File: config.mk
export PLATFORM = sky130hd
export DESIGN_NAME = frame_pipeline_ctrl
export DESIGN_NICKNAME = d
export VERILOG_FILES = /design/src/rtl/frame_pipeline_ctrl.sv
export SDC_FILE = /design/constraint.sdc
export NUM_CORES = 1
export LEC_CHECK = 0
export CAP_MARGIN = 5
export CORE_MARGIN = 2
export CORE_UTILIZATION = 50
export DETAILED_ROUTE_END_ITERATION = 10
export DONT_BUFFER_PORTS = 1
export PLACE_DENSITY_LB_ADDON = 0.25
export SYNTH_ARGS = -nofsm -noshare
export SYNTH_HDL_FRONTEND = slang
export SYNTH_SLANG_ARGS = --single-unit
File: constraint.sdc
create_clock -name clock -period 3.2 [get_ports clock]
set_clock_uncertainty 0.1 [all_clocks]
set_input_delay 0.64 -clock clock [delete_from_list [all_inputs] [get_ports clock]]
set_output_delay 0.64 -clock clock [all_outputs]
set_load 0.005 [all_outputs]
File: src/rtl/frame_pipeline_ctrl.sv
// -----------------------------------------------------------------------------
// frame_pipeline_ctrl
// Frame-level sequencer for the CNN inference pipeline. For each accepted
// camera frame it clears the datapath, waits for the window buffer, the
// feature-map buffer and the matrix-multiply sums in turn, then picks the
// winning class (argmax of two signed sums) and holds it until acknowledged.
//
// Ports
//   clock, reset     : single clock, synchronous active-high reset
//   frame_start      : one-cycle pulse, start of a camera frame
//   buffer_rdy       : window buffer full (awaited in FILL)
//   fm_buffer_full   : feature map complete (awaited in CONV)
//   product_rdy      : class sums valid (awaited in CLASSIFY)
//   n0, n1           : signed class sums
//   result_ack       : consumer takes the held result
//   pipe_reset       : one-cycle datapath clear pulse
//   pipe_busy        : frame in flight
//   result_valid     : result_class/result_score valid (HOLD)
//   result_class     : winning class index
//   result_score     : winning signed sum
//   timeout_err      : sticky, a wait state ran out of time
//   frame_count      : frames classified, wraps
//   drop_count       : ignored frame_start pulses, saturates at 255
// -----------------------------------------------------------------------------
module frame_pipeline_ctrl #(
   parameter int OUT_W   = 32,
   parameter int TIMEOUT = 1048576
) (
   input  logic                    clock,
   input  logic                    reset,
   input  logic                    frame_start,
   input  logic                    buffer_rdy,
   input  logic                    fm_buffer_full,
   input  logic                    product_rdy,
   input  logic signed [OUT_W-1:0] n0,
   input  logic signed [OUT_W-1:0] n1,
   input  logic                    result_ack,
   output logic                    pipe_reset,
   output logic                    pipe_busy,
   output logic                    result_valid,
   output logic                    result_class,
   output logic signed [OUT_W-1:0] result_score,
   output logic                    timeout_err,
   output logic [15:0]             frame_count,
   output logic [7:0]              drop_count
);

   localparam int             TW      = $clog2(TIMEOUT + 1);
   localparam logic [TW-1:0]  TO_LAST = TW'(TIMEOUT - 1);

   typedef enum logic [2:0] {IDLE, CLEAR, FILL, CONV, CLASSIFY, HOLD} state_t;

   state_t                  state_q, state_d;
   logic [TW-1:0]           tmo_cnt_q, tmo_cnt_d;
   logic                    pipe_reset_q, pipe_reset_d;
   logic                    pipe_busy_q, pipe_busy_d;
   logic                    result_valid_q, result_valid_d;
   logic                    result_class_q, result_class_d;
   logic signed [OUT_W-1:0] result_score_q, result_score_d;
   logic                    timeout_err_q, timeout_err_d;
   logic [15:0]             frame_count_q, frame_count_d;
   logic [7:0]              drop_count_q, drop_count_d;
   logic                    timed_out;
   logic                    drop;
   logic                    n1_wins;

   assign timed_out = (tmo_cnt_q == TO_LAST);
   // Strict compare: a tie goes to class 0.
   assign n1_wins   = (n1 > n0);

   always_comb begin
      state_d        = state_q;
      tmo_cnt_d      = '0;
      timeout_err_d  = timeout_err_q;
      frame_count_d  = frame_count_q;
      drop_count_d   = drop_count_q;
      result_class_d = result_class_q;
      result_score_d = result_score_q;
      drop           = 1'b0;

      case (state_q)
         IDLE: begin
            if (frame_start) state_d = CLEAR;
         end
         CLEAR: begin
            drop    = frame_start;
            state_d = FILL;
         end
         // In each wait state the awaited input beats a same-cycle timeout.
         FILL: begin
            drop = frame_start;
            if (buffer_rdy) begin
               state_d = CONV;
            end else if (timed_out) begin
               state_d       = IDLE;
               timeout_err_d = 1'b1;
            end else begin
               tmo_cnt_d = tmo_cnt_q + TW'(1);
            end
         end
         CONV: begin
            drop = frame_start;
            if (fm_buffer_full) begin
               state_d = CLASSIFY;
            end else if (timed_out) begin
               state_d       = IDLE;
               timeout_err_d = 1'b1;
            end else begin
               tmo_cnt_d = tmo_cnt_q + TW'(1);
            end
         end
         CLASSIFY: begin
            drop = frame_start;
            if (product_rdy) begin
               state_d        = HOLD;
               result_class_d = n1_wins;
               result_score_d = n1_wins ? n1 : n0;
               frame_count_d  = frame_count_q + 16'd1;
            end else if (timed_out) begin
               state_d       = IDLE;
               timeout_err_d = 1'b1;
            end else begin
               tmo_cnt_d = tmo_cnt_q + TW'(1);
            end
         end
         HOLD: begin
            // A new frame may start in the same cycle the result is taken.
            if (result_ack) state_d = frame_start ? CLEAR : IDLE;
            else            drop    = frame_start;
         end
         default: state_d = IDLE;
      endcase

      if (drop && (drop_count_q != 8'hFF)) drop_count_d = drop_count_q + 8'd1;

      // Status outputs are registered copies of the next-state decode, so
      // they line up with the state they describe.
      pipe_reset_d   = (state_d == CLEAR);
      pipe_busy_d    = (state_d == CLEAR) || (state_d == FILL) ||
                       (state_d == CONV)  || (state_d == CLASSIFY);
      result_valid_d = (state_d == HOLD);
   end

   always_ff @(posedge clock) begin
      if (reset) begin
         state_q        <= IDLE;
         tmo_cnt_q      <= '0;
         pipe_reset_q   <= 1'b0;
         pipe_busy_q    <= 1'b0;
         result_valid_q <= 1'b0;
         result_class_q <= 1'b0;
         result_score_q <= '0;
         timeout_err_q  <= 1'b0;
         frame_count_q  <= '0;
         drop_count_q   <= '0;
      end else begin
         state_q        <= state_d;
         tmo_cnt_q      <= tmo_cnt_d;
         pipe_reset_q   <= pipe_reset_d;
         pipe_busy_q    <= pipe_busy_d;
         result_valid_q <= result_valid_d;
         result_class_q <= result_class_d;
         result_score_q <= result_score_d;
         timeout_err_q  <= timeout_err_d;
         frame_count_q  <= frame_count_d;
         drop_count_q   <= drop_count_d;
      end
   end

   assign pipe_reset   = pipe_reset_q;
   assign pipe_busy    = pipe_busy_q;
   assign result_valid = result_valid_q;
   assign result_class = result_class_q;
   assign result_score = result_score_q;
   assign timeout_err  = timeout_err_q;
   assign frame_count  = frame_count_q;
   assign drop_count   = drop_count_q;

endmodule

# Word-level counts from Yosys, hierarchy flattened
# Cells that the tools add are included.
# op_classes
n_addsub	3
magnitude_cmp	1
eq_ne	15
n_mux	21
reduce_logical	9
# ops
operator	count
21-bit two-way mux	4
21-bit case mux with 3 select lines	1
32-bit greater-than comparator	1
32-bit two-way mux	1
21-bit by 1-bit adder with 21-bit output, second input constant	1
21-bit by 20-bit == test with 1-bit output, second input constant	1
3-bit two-way mux	6
3-bit case mux with 6 select lines	1
16-bit by 1-bit adder with 16-bit output, second input constant	1
3-bit by 2-bit == test with 1-bit output, second input constant	4
3-bit == test, second input constant	4
8-bit by 1-bit adder with 8-bit output, second input constant	1
8-bit != test, second input constant	1
3-bit by 1-bit == test with 1-bit output, second input constant	2
1-bit two-way mux	6
2-bit != test, second input constant	3
4-bit AND reduction	1
4-bit OR reduction	1
3-bit logical NOT	1
1-bit logical OR	3
1-bit case mux with 3 select lines	1
3-bit nonzero test	1
1-bit case mux with 2 select lines	1
2-bit AND reduction	1
1-bit logical AND	1
# totals
regBits	85
in_bits	71
out_inout_bits	61
wordCells	59

# Depth between registers and ports, before layout
# Gate-level depths: netlist of the first run.
# depth
word_depth	8
mapped_depth	11
mapped_depth_nobuf	9

# Worst setup path before layout of the first run
# OpenSTA, ideal clock, no wires.
# synth_path
path_type	input port to flip-flop
from	in n0[1]
to	reg result_score_q[0], in the netlist result_score[0]
setup_ns	0.122
arrival_time_ns	2.393
t_required_ns	2.978
path_slack_ns	0.586
path_stages	10
path_cell_list	inv_1 > ha_1 > nor2b_1 > o211ai_1 > a2111o_1 > o211ai_2 > a21oi_2 > or2_1 > buf_6 > o311a_1
# synth_between
elab_chain_len	2
# synth_lines
element	line_no	rtl
start, declared	35	input logic signed [OUT_W-1:0] n0,
32-bit greater-than comparator	69	assign n1_wins = (n1 > n0);
32-bit two-way mux	117	result_score_d = n1_wins ? n1 : n0;
end signal, assigned	163	result_score_q <= result_score_d;
end, declared	59	logic signed [OUT_W-1:0] result_score_q, result_score_d;
# No other way between the ends.
# A chain may end at the register's enable or synchronous reset.

# Worst setup path in the final report of the first run
# layout_path
from	in n0[1]
to	reg result_score_q[16], in the netlist result_score[16]
# The elaborated chain is that of the path after synthesis.

==> results of run 1 <==
[power breakdown]
| group | internal, mW | total [mW] | switching, mW |
|---|---|---|---|
| combinational | 0.0958 | 0.254 | 0.158 |
| sequential | 1.07 | 1.09 | 0.0200 |
| clock | 0.372 | 0.782 | 0.410 |
| total | 1.54 | 2.13 | 0.588 |
[flip-flops by register name (all words and copies together), names as in the netlist]
register and cells:
timeout_err 1, state_q 3, result_valid 1, result_class 1, tmo_cnt_q 21, result_score 32, frame_count 16, pipe_reset 1
pipe_busy 1, drop_count 8
[final cells by class]
type,count,area share (%)
well taps,129,3.16
inverters,40,2.94
flip-flops and latches,85,33.4
clock buffers,9,2.43
multi-input cells,376,55.2
repair buffers,7,1.28
clock inverters,7,1.59
[stage by stage]
stage	power, mW	instances	setup WS (ns)
after CTS	2.16	653	0.576
after global routing	2.23	653	0.473
after floorplan	1.34	531	0.586
final	2.13	653	0.562
after detailed placement	1.37	637	0.202
after global placement	1.36	637	0.294
[worst max-delay path, delay by kind of cell]
| kind | cells | cell delay [ns] |
|---|---|---|
| AOI/OAI and AO/OA | 5 | 0.91 |
| adders and majority gates | 1 | 0.30 |
| and+or+nand+nor | 2 | 0.64 |
| buffers and inverters | 2 | 0.31 |
[synth_stat cells, drive strengths merged (10+ instances only)]
cell type   n  area share, %
nand3      22            2.5
a311oi     31            9.5
nand4      15            1.9
xor2       26            4.7
dfxtp      85             35
o21bai     31            4.8
buf        10            2.1
nor2       63            4.9
a21oi      23            2.5
nand2      25            1.9
clkbuf     20            1.6
inv        40            3.1
nor4       36            5.3
xnor2      15            2.7
ha         35            9.1
[kinds of logic after synthesis]
group	synth area share, %
and+or+nand+nor	20.6
xor gates and xnor gates	7.43
DFF	35.2
AOI/OAI and AO/OA	20.6
muxes	0.414
buffers and inverters	6.75
adders and majority gates	9.06
[per-layer routing]
| metal | part of all wire, % | routed length, um | GRT usage (%) |
|---|---|---|---|
| met1 | 41 | 4540 | 22.7 |
| met2 | 50 | 5510 | 37.4 |
| met3 | 6.8 | 743 | 7.32 |
| met4 | 1.4 | 150 | 7.18 |
| met5 | 0 | 0 | 0 |
[how the worst max path moves through the flow]
stage	end	cells after the start	slack (ns)	from
after CTS	result_score[16]	10	0.58	n0[1]
final	result_score[16]	10	0.56	n0[1]
after floorplan	result_score[0]	10	0.59	n0[1]
after detailed placement	result_score[16]	10	0.20	n0[1]
after global placement	result_score[16]	10	0.29	n0[1]
after global routing	result_score[16]	10	0.47	n0[1]
==> impl_metrics.json, run 1 <==
{
  "r2r_setup_slack_ns": 0.87,
  "cp_cell_sequence": "inv_1 > ha_1 > nor2b_1 > o211ai_1 > a2111o_1 > o211ai_2 > a21oi_2 > or2_2 > buf_4 > a311oi_1",
  "cts_tree": "yes",
  "synth_edf_count": 0,
  "maxSlewHeadroom_pct": 57.8,
  "drive_gt1_share_pct": 12.2,
  "cpMaxStageDelayCell": "or2_2",
  "cts_sinks": 85,
  "status": "finished, final reports clean",
  "placedInstanceArea_sq_mm": 0.00489,
  "peakVddDrop_mv": 0.399,
  "fill_cells": 881,
  "drtIter0Drc": 162,
  "wl_mm": 10.9,
  "synthCells": 531,
  "num-nets-final": 625,
  "yosys_warnings": 0,
  "path_clk_slew_ns": 0.09,
  "first_pass_iters": 4,
  "route.vias.total": 3803,
  "cts_buffers": 9,
  "antenna_left": 0,
  "syn2layout_area_growth_pct": 5.49,
  "gp_congestion": 0.806,
  "rows": 35,
  "grt_max_degree": 64,
  "post-route-period-util_pct": 82.4,
  "ys_seq_area_share_pct": 35.2,
  "port_buffers": 0,
  "setup_viol": 0,
  "hold_class": "input pin to register",
  "n_antenna_cell": 0,
  "arrival_ns": 2.79,
  "place_hpwl_mm": 8.00,
  "power_leakage_nw": 2.03,
  "worst_pin_slew_ns": 0.631,
  "fmaxAchievable_ghz": 0.379,
  "register_area_sq_mm": 0.00170,
  "tns_ns": 0,
  "die_area_sq_mm": 0.0105,
  "grt_setup_unrepaired": "false",
  "min_to": "frame_count[12]",
  "cts_resized": 0,
  "routedWlPerCell_um": 16.8,
  "vias_per_cell": 5.82,
  "core_sq_mm": 0.00933,
  "critical_path.max_stage_delay_ns": 0.50,
  "r2r-start": "tmo_cnt_q[0]",
  "fp.dieW_um": 102,
  "cts-root-buf": "clkbuf_8",
  "r2r-end": "pipe_busy",
  "async_flop_share_pct": 0,
  "critPathLaunchType": "input pin",
  "min_path_cells": 1,
  "final_common_cell": "dfxtp_1",
  "drcViolationCount": 0,
  "synth_cell_types": 48,
  "end_kind": "register",
  "grt_first_pass_wirelength_mm": 17.5,
  "fin_util_pct": 54.7,
  "slew_violations": 0,
  "grt_overflow_total": 0,
  "start_util_pct": 51.8,
  "pin_count": 132,
  "layout_common_cells": "dfxtp_1, nor2_1, inv_1, ha_1, nor4_1",
  "die_h_um": 102,
  "ys.flop_type": "dfxtp_1",
  "avgSynthCellArea_sq_um": 9.10,
  "required_ns": 3.35,
  "antenna_found_initial": 0,
  "grt_pass1_vias": 3827,
  "max_cap_violations": 0,
  "grtUsageTotal_pct": 20.8,
  "min_from": "reset",
  "hold_violations": 0,
  "netlist_area_sq_mm": 0.00483,
  "cp_max_fo": 14,
  "min_period_ns": 2.64,
  "clockBufferDepth": 2,
  "multi_input_area_sq_mm": 0.00282,
  "power_density_mw_per_mm2": 417,
  "hold_slack_ns": 0.258,
  "cts_hold_buf": 0,
  "synth_seq_cells": 85,
  "post-cts-setup-buffers": 0,
  "ff2ff_path_depth": 8,
  "h-tree-depth": 3,
  "timing_worst_setup_path_type": "input pin to register",
  "insertion_delay_ns": 0.34,
  "finalInstanceArea_sq_mm": 0.00510,
  "syn_nets": 637
}
No activity file was read; power rests on OpenSTA's default activity.
==> run 2: changes to the inputs <==
==> constraint.sdc (replaced) <==
create_clock -name clock -period 2.7 [get_ports clock]
set_clock_uncertainty 0.1 [all_clocks]
set_input_delay 0.54 -clock clock [delete_from_list [all_inputs] [get_ports clock]]
set_output_delay 0.54 -clock clock [all_outputs]
set_load 0.005 [all_outputs]
==> run 2 against run 1 <==
Critical path depth fell by 1. Total power rose by 20%. Critical path type unchanged. First-iteration DRC count fell by 28%. Global-route usage rose by 0.71 points. Largest cell class unchanged. Register-to-register slack got worse by 0.34 ns.
==> impl_metrics.json, run 2 (synthesized netlist as in run 1, its figures left out) <==
{
  "cts-root-buf": "clkbuf_8",
  "vias_per_cell": 5.86,
  "timing_worst_setup_path_type": "input pin to register",
  "grt_first_pass_wirelength_mm": 18.2,
  "r2r_setup_slack_ns": 0.53,
  "clockBufferDepth": 2,
  "fin_total_pwr_mw": 2.55,
  "num-nets-final": 634,
  "die_area_sq_mm": 0.0105,
  "insertion_delay_ns": 0.35,
  "post-cts-setup-buffers": 0,
  "cts_tree": "yes",
  "pre_cts_slack_ns": -0.0477,
  "h-tree-depth": 3,
  "setup_ws_ns": 0.318,
  "first_pass_iters": 4,
  "fp.dieW_um": 102,
  "placedInstanceArea_sq_mm": 0.00497,
  "post-route-period-util_pct": 88.2,
  "path_clk_slew_ns": 0.10,
  "hold_class": "input pin to register",
  "cts_hold_buf": 0,
  "final_common_cell": "dfxtp_1",
  "core_sq_mm": 0.00933,
  "peakVddDrop_mv": 0.314,
  "start_util_pct": 51.8,
  "wl_mm": 11.1,
  "met2_length_mm": 5.52,
  "maxSlewHeadroom_pct": 61.9,
  "fmaxAchievable_ghz": 0.420,
  "grtUsageTotal_pct": 21.5,
  "antenna_found_initial": 0,
  "cp_max_fo": 8,
  "hold_violations": 0,
  "syn2layout_area_growth_pct": 7.19,
  "port_buffers": 0,
  "min_path_cells": 1,
  "grt_pass1_vias": 3867,
  "ff2ff_path_depth": 8,
  "met3_length_um": 728,
  "cts_sinks": 85,
  "wl_met1_mm": 4.68,
  "arrival_ns": 2.54,
  "finalInstanceArea_sq_mm": 0.00518,
  "critPathLaunchType": "input pin",
  "n_antenna_cell": 0,
  "power_leakage_nw": 2.09,
  "grt_setup_unrepaired": "false",
  "required_ns": 2.85,
  "drcViolationCount": 0,
  "hold_slack_ns": 0.150,
  "min_to": "frame_count[13]",
  "drtIter0Drc": 116,
  "min_period_ns": 2.38,
  "status": "finished, final reports clean",
  "gp_congestion": 0.860,
  "max_cap_violations": 0,
  "route.vias.total": 3881,
  "r2r-end": "pipe_busy",
  "power_density_mw_per_mm2": 492,
  "place_hpwl_mm": 8.13,
  "routedWlPerCell_um": 16.7,
  "layout_common_cells": "dfxtp_1, nor2_1, inv_1, ha_1, nor4_1",
  "fin_util_pct": 55.6,
  "grt_overflow_total": 0,
  "pin_count": 132,
  "rows": 35,
  "worst_pin_slew_ns": 0.571,
  "setup_viol": 0,
  "min_from": "reset",
  "largest_register_ffs": 32,
  "r2r-start": "tmo_cnt_q[0]",
  "die_h_um": 102,
  "cts_resized": 0,
  "drive_gt1_share_pct": 13.7,
  "grt_max_degree": 64,
  "crit_path_start": "n0[10]",
  "cts_buffers": 9,
  "antenna_left": 0,
  "slew_violations": 0,
  "end_kind": "register",
  "highest_layer": "met4"
}
==> run 2: cell count changes in the layout (fill, tap and decap cells not counted), sizes merged <==
cell,before,now
buf,7,16
clkbuf,9,10
inv,43,42
clkinvlp,3,0
clkinv,0,3
==> run 2: final cells by class <==
type / instances / area (sq um)
Clock inverter: 6 / 70.1
Fill cell: 863 / 4150
Sequential cell: 85 / 1700
Multi-Input combinational cell: 376 / 2820
Tap cell: 129 / 161
Timing Repair Buffer: 16 / 145
Clock buffer: 10 / 138
Inverter: 40 / 150
==> run 2: stage by stage <==
step / setup TNS (ns) / cells
after CTS: 0 / 662
after global routing: 0 / 662
after floorplan: 0 / 531
after detailed placement: -0.320 / 646
after global placement: 0 / 646
final: 0 / 662
==> run 2: where the power goes <==
part           switching, mW  internal [mW]  total (mW)
registers             0.0242           1.27        1.30
clock network          0.479          0.462       0.941
logic                  0.189          0.123       0.313
total                  0.693           1.86        2.55
==> run 2: worst max path at each step <==
stage | end | slack [ns] | cells past startpoint
5_1_grt | result_score[15] | 0.14 | 10
3_5_place_dp | result_score[15] | -0.05 | 10
6_report | result_score[15] | 0.32 | 9
2_1_floorplan | result_score[0] | 0.19 | 10
4_1_cts | result_score[15] | 0.33 | 10
3_3_place_gp | result_score[9] | 0.04 | 10
==> run 2: metal layers <==
metal / GRT usage, % / vias up
met3: 5.68 / 14
met5: 0 / -
met1: 26.0 / 1827
li1: - / 1916
met4: 7.28 / 0
met2: 37.2 / 124
==> run 2: worst max-delay path: stages <==
cell and delay, ns:
inv_1 0.05, ha_1 0.32, nand4_1 0.16, a2111o_1 0.40
o211ai_2 0.09, a21oi_2 0.08, or2_2 0.43, buf_4 0.22
a311oi_2 0.25
==> patch 1 (settings of run 2) <==
Set the parameter `OUT_W` to 28 (it was 32).
--- a/src/rtl/frame_pipeline_ctrl.sv
+++ b/src/rtl/frame_pipeline_ctrl.sv
@@ -23,7 +23,7 @@
 //   drop_count       : ignored frame_start pulses, saturates at 255
 // -----------------------------------------------------------------------------
 module frame_pipeline_ctrl #(
-   parameter int OUT_W   = 32,
+   parameter int OUT_W   = 28,
    parameter int TIMEOUT = 1048576
 ) (
    input  logic                    clock,
Ports: changed (resized n0, n1 and result_score); port bits go from 132 to 120. The function was not compared with the original's and may differ.
==> patch 1 against run 2 <==
  * Cell count decreased by 3.2%
  * Setup slack got worse by 0.036 ns
  * Non-clock buffer count decreased by 8
  * Sequential cell count is 4 lower
  * Area after synthesis fell by 9.5%
  * Combinational power down 23%
  * Sequential share of layout area up 2.1 points
  * Power decreased by 5.9%
  * Critical path depth rose by 1
  * Wire length is 15% lower
  * Design area is 11% lower
  * Critical endpoint is now result_score[4]
==> patch 1: results (changes against run 2) <==
* GR Layer Usage met2 at 35.1% (-2.1 points)
* CP max-delay cell: a211oi_4
* Post-synth cell types at 50 (+4.2%)
* GRT met1 Usage at 23.1% (-2.9 points)
* Share of cells above drive strength 1 at 5.82% (-7.9 points)
* WL met1 at 4040 µm (-14%)
* Complex-gate fraction of the synthesized area at 7.60% (-13 points)
* Syn avg cell area at 8.15 µm² (-10%)
* Post-detail-place hpwl at 6890 µm (-15%)
* Vias/cell at 5.62 (-4.2%)
* Crit Path Max Fanout at 20 (+12)
* Commonest cells post-synth: nor2_1, dfxtp_1, nor3_1
* Vias in the first global route at 3567 (-7.8%)
* Crit path DAT at 2.57 ns (+0.03 ns)
* Initial drt markers at 102 (-12%)
* # nets final at 622 (-1.9%)
* Top cells by area, synth: dfxtp_1, ha_1, nor2_1
* Leak at 1.73 nW (-17%)
* Syn nets at 631 (-0.94%)
* RD Place Congestion at 0.775 (-9.9%)
* WL per Instance at 14.8 µm (-12%)
* Cell family with most CP delay: simple AND/OR/NAND/NOR gates
* Outcome: finished clean
* Met2 WL at 4580 µm (-17%)
* Post-synthesis sequential area ratio at 37.0% (+1.9 points)
* Slew HR at 60.9% (-0.98 points)
* Max VDD drop at 0.000240 V (-24%)
* GRT Resource Usage Total at 20.2% (-1.4 points)
* Post-DP Area at 4430 µm² (-11%)
* CP max stage delay at 0.32 ns (-0.11 ns)
## patch 1: cell types whose count changed in the layout (fill, tap and decap cells not counted), moves of 7 or more
cell / change
a311oi_2: -30
buf_4: -7
nand2_1: +9
nor2_1: +20
nor3_1: +32
nor3b_1: +25
nor4_1: -8
o21ai_0: +7
o21bai_1: -29
or3_1: +7
## patch 1: logic make-up (layout without fill, tap and decap cells)
| family | Yosys count | after routing |
|---|---|---|
| AND/OR/NAND/NOR | 271 | 271 |
| flip-flops | 81 | 81 |
| buffers and inverters | 64 | 60 |
| AO/OA/AOI/OAI | 55 | 55 |
| XOR/XNOR | 34 | 34 |
| adder cells (fa/ha/maj) | 31 | 31 |
| multiplexers | 1 | 1 |
## patch 1: stage by stage
stage | util, % | hold WS [ns]
3_5_place_dp | 51.6 | 0.371
4_1_cts | 54.0 | 0.130
2_1_floorplan | - | 0.330
5_1_grt | 54.0 | 0.126
6_report | 54.0 | 0.156
3_3_place_gp | 51.6 | 0.344
## patch 1: cell type report
cell class / instances / area, µm²
inverters: 36 / 135
clock inverters: 7 / 81.3
clock buffers: 9 / 124
fillers: 813 / 3960
repair buffers: 8 / 72.6
multi-input cells: 392 / 2470
well taps: 108 / 135
flip-flops and latches: 81 / 1620
## patch 1: worst paths after layout
| check | start | to | slack (ns) | depth (start not counted) |
|---|---|---|---|---|
| worst max register to register | tmo_cnt_q[0] | tmo_cnt_q[9] | 0.61 | 8 |
| worst max-delay path | n0[9] | result_score[4] | 0.28 | 10 |
| worst min register to register | tmo_cnt_q[0] | tmo_cnt_q[0] | 0.38 | 1 |
| worst min-delay path | reset | timeout_err | 0.16 | 1 |
## patch 1: where the power goes
part	switching [mW]	internal [mW]
clock network	0.485	0.442
logic	0.131	0.110
registers	0.0198	1.21
==> patch 2 (flow settings as in run 2) <==
Made on the original files. The 6 states of `state_t` get a one-hot encoding in 6 bits.
--- a/src/rtl/frame_pipeline_ctrl.sv
+++ b/src/rtl/frame_pipeline_ctrl.sv
@@ -48,7 +48,7 @@
    localparam int             TW      = $clog2(TIMEOUT + 1);
    localparam logic [TW-1:0]  TO_LAST = TW'(TIMEOUT - 1);
 
-   typedef enum logic [2:0] {IDLE, CLEAR, FILL, CONV, CLASSIFY, HOLD} state_t;
+   typedef enum logic [5:0] {IDLE = 6'b000001, CLEAR = 6'b000010, FILL = 6'b000100, CONV = 6'b001000, CLASSIFY = 6'b010000, HOLD = 6'b100000} state_t;
 
    state_t                  state_q, state_d;
    logic [TW-1:0]           tmo_cnt_q, tmo_cnt_d;
Formal check against the unedited RTL: same outputs for any inputs over 10 cycles, from zero or initial values and one cycle with reset high; not proved beyond that.
==> patch 2 against run 2 <==
  * Area after synthesis decreased by 1.6%
  * Fmax down 4.7%
  * Wire length is 1.2% higher
  * Critical path depth increased by 2
  * Count of clock-buffer cells in the layout is 1 lower
  * Setup slack lost 0.12 ns
  * Sequential cell count up 3
  * Power up 6.6%
  * Design area grew 1.7%
  * Non-clock buffer count is 14 higher
  * Utilization is 1.5 points higher
  * Largest power group unchanged
==> patch 2: results (changes against run 2) <==
* Post-detail-place hpwl at 8430 µm (+3.7%)
* Worst skew pair latency at 0.36 ns
* RD Place Congestion at 0.842 (-2.2%)
* WL per Instance at 15.4 µm (-8.1%)
* Number of flip-flops in the largest register at 32 (unchanged)
* Initial drt markers at 149 (+28%)
* Clk Tree Root Cell: clkbuf_8
* Top cells by area, synth: dfxtp_1, ha_1, o21ai_0
* Max Used Layer: met4
* PostCTS Resize Cnt at 0 (unchanged)
* Setup Buffers After CTS at 0 (unchanged)
* CP max stage delay at 0.39 ns (-0.04 ns)
* Commonest cells post-synth: dfxtp_1, nor2_1, o21ai_0
* Outcome: finished clean
* Switching Share at 26.4% (-0.75 points)
* Crit path DAT at 2.68 ns (+0.14 ns)
* First-pass GRT wire length at 18500 µm (+1.8%)
* Pin count of the biggest net entering global routing at 69 (+7.8%)
* Post-synth cell types at 52 (+8.3%)
* Fraction of registers with async set/reset at 0% (unchanged)
* Drt pass-1 iters at 4 (unchanged)
* CP max-delay cell: a221o_1
* Bufs on Longest Clock Path at 2 (unchanged)
* Vias/cell at 5.67 (-3.3%)
* Adder-Cell Fraction of Synth Area at 9.21% (+0.15 points)
* Share of cells above drive strength 1 at 9.33% (-4.4 points)
* Met2 WL at 5280 µm (-4.3%)
* TritonCTS Buffers at 9 (unchanged)
* Post-synthesis mux area share at 0.210% (-0.20 points)
* Syn. warnings at 0 (unchanged)
* Vias in the first global route at 4046 (+4.6%)
* Most frequent cell after synthesis: dfxtp_1
* CTS H-tree lvls at 3 (unchanged)
* Worst hold path type: input pin to flip-flop
* WL met1 at 4540 µm (-3.0%)
* ANT cells at 0 (unchanged)
* Clock-pin slew on the worst setup and hold paths at 0.09 ns
* Post-synthesis sequential area ratio at 37.0% (+1.8 points)
* GRT Resource Usage Total at 22.4% (+0.90 points)
* # nets final at 701 (+11%)
* Crit Path Max Fanout at 8 (unchanged)
* Complex-gate fraction of the synthesized area at 18.6% (-2.0 points)
* Leak at 2.03 nW (-2.6%)
* Clock share of power at 39.2% (+2.3 points)
* Wire length on met3 at 1190 µm (+63%)
* Setup WS pre-CTS at -0.242 ns (-0.194 ns)
* Max VDD drop at 0.000333 V (+6.0%)
* XOR/XNOR Fraction of Synth Area at 6.44% (-0.98 points)
* Slew @ Worst Pin at 0.431 ns (-0.141 ns)
* Syn nets at 693 (+8.8%)
* # port buffers at 0 (unchanged)
* Cell family with most CP delay: compound AO/OA/AOI/OAI gates
* Initial antenna violation count at 0 (unchanged)
* Seq. pwr at 1.31 mW
[patch 2: cell count changes after synthesis, sizes merged, moves of 8 or more]
cell    before  now
nand3       22   49
o21bai      31    0
nor4        36    4
a311oi      31   11
nand2       25   33
o21ai        7   69
or3          2   10
a31oi        2   22
[patch 2: per-layer routing]
metal	track usage [%]	vias to the layer above
met4	7.38	0
met2	38.4	133
li1	-	2094
met5	0	-
met1	24.9	1884
met3	9.80	20
[patch 2: logic make-up after synthesis]
family,count (synthesis)
DFF,88
buffers and inverters,74
AOI/OAI and AO/OA,146
xor gates and xnor gates,35
and+or+nand+nor,208
adders and majority gates,35
muxes,1
[patch 2: area by class of cell]
cell class / instances / area [µm²]
Fill cell: 859 / 3970
Tap cell: 129 / 161
Inverter: 41 / 154
Timing Repair Buffer: 30 / 263
Sequential cell: 88 / 1760
Multi-Input combinational cell: 425 / 2700
Clock inverter: 7 / 110
Clock buffer: 9 / 124
[patch 2: through the flow]
| step | total power, mW | setup TNS, ns | cell area, µm² | std cells | util (%) |
|---|---|---|---|---|---|
| 2_1_floorplan | 1.58 | 0 | 4760 | 587 | - |
| 3_3_place_gp | 1.67 | -1.94 | 5030 | 713 | 54.4 |
| 3_5_place_dp | 1.68 | -4.46 | 5030 | 713 | 54.4 |
| 5_1_grt | 2.85 | 0 | 5270 | 729 | 57.0 |
| 6_report | 2.72 | 0 | 5270 | 729 | 57.0 |
| 4_1_cts | 2.75 | 0 | 5260 | 729 | 57.0 |
[patch 2: final timing paths]
check           startpoint               end  slack, ns  depth (start not counted)
max reg2reg   tmo_cnt_q[0]     tmo_cnt_q[10]       0.34                          8
min reg2reg  tmo_cnt_q[20]     tmo_cnt_q[20]       0.35                          2
min                  reset  result_score[27]       0.14                          1
max                 n0[19]  result_score[21]       0.20                         11
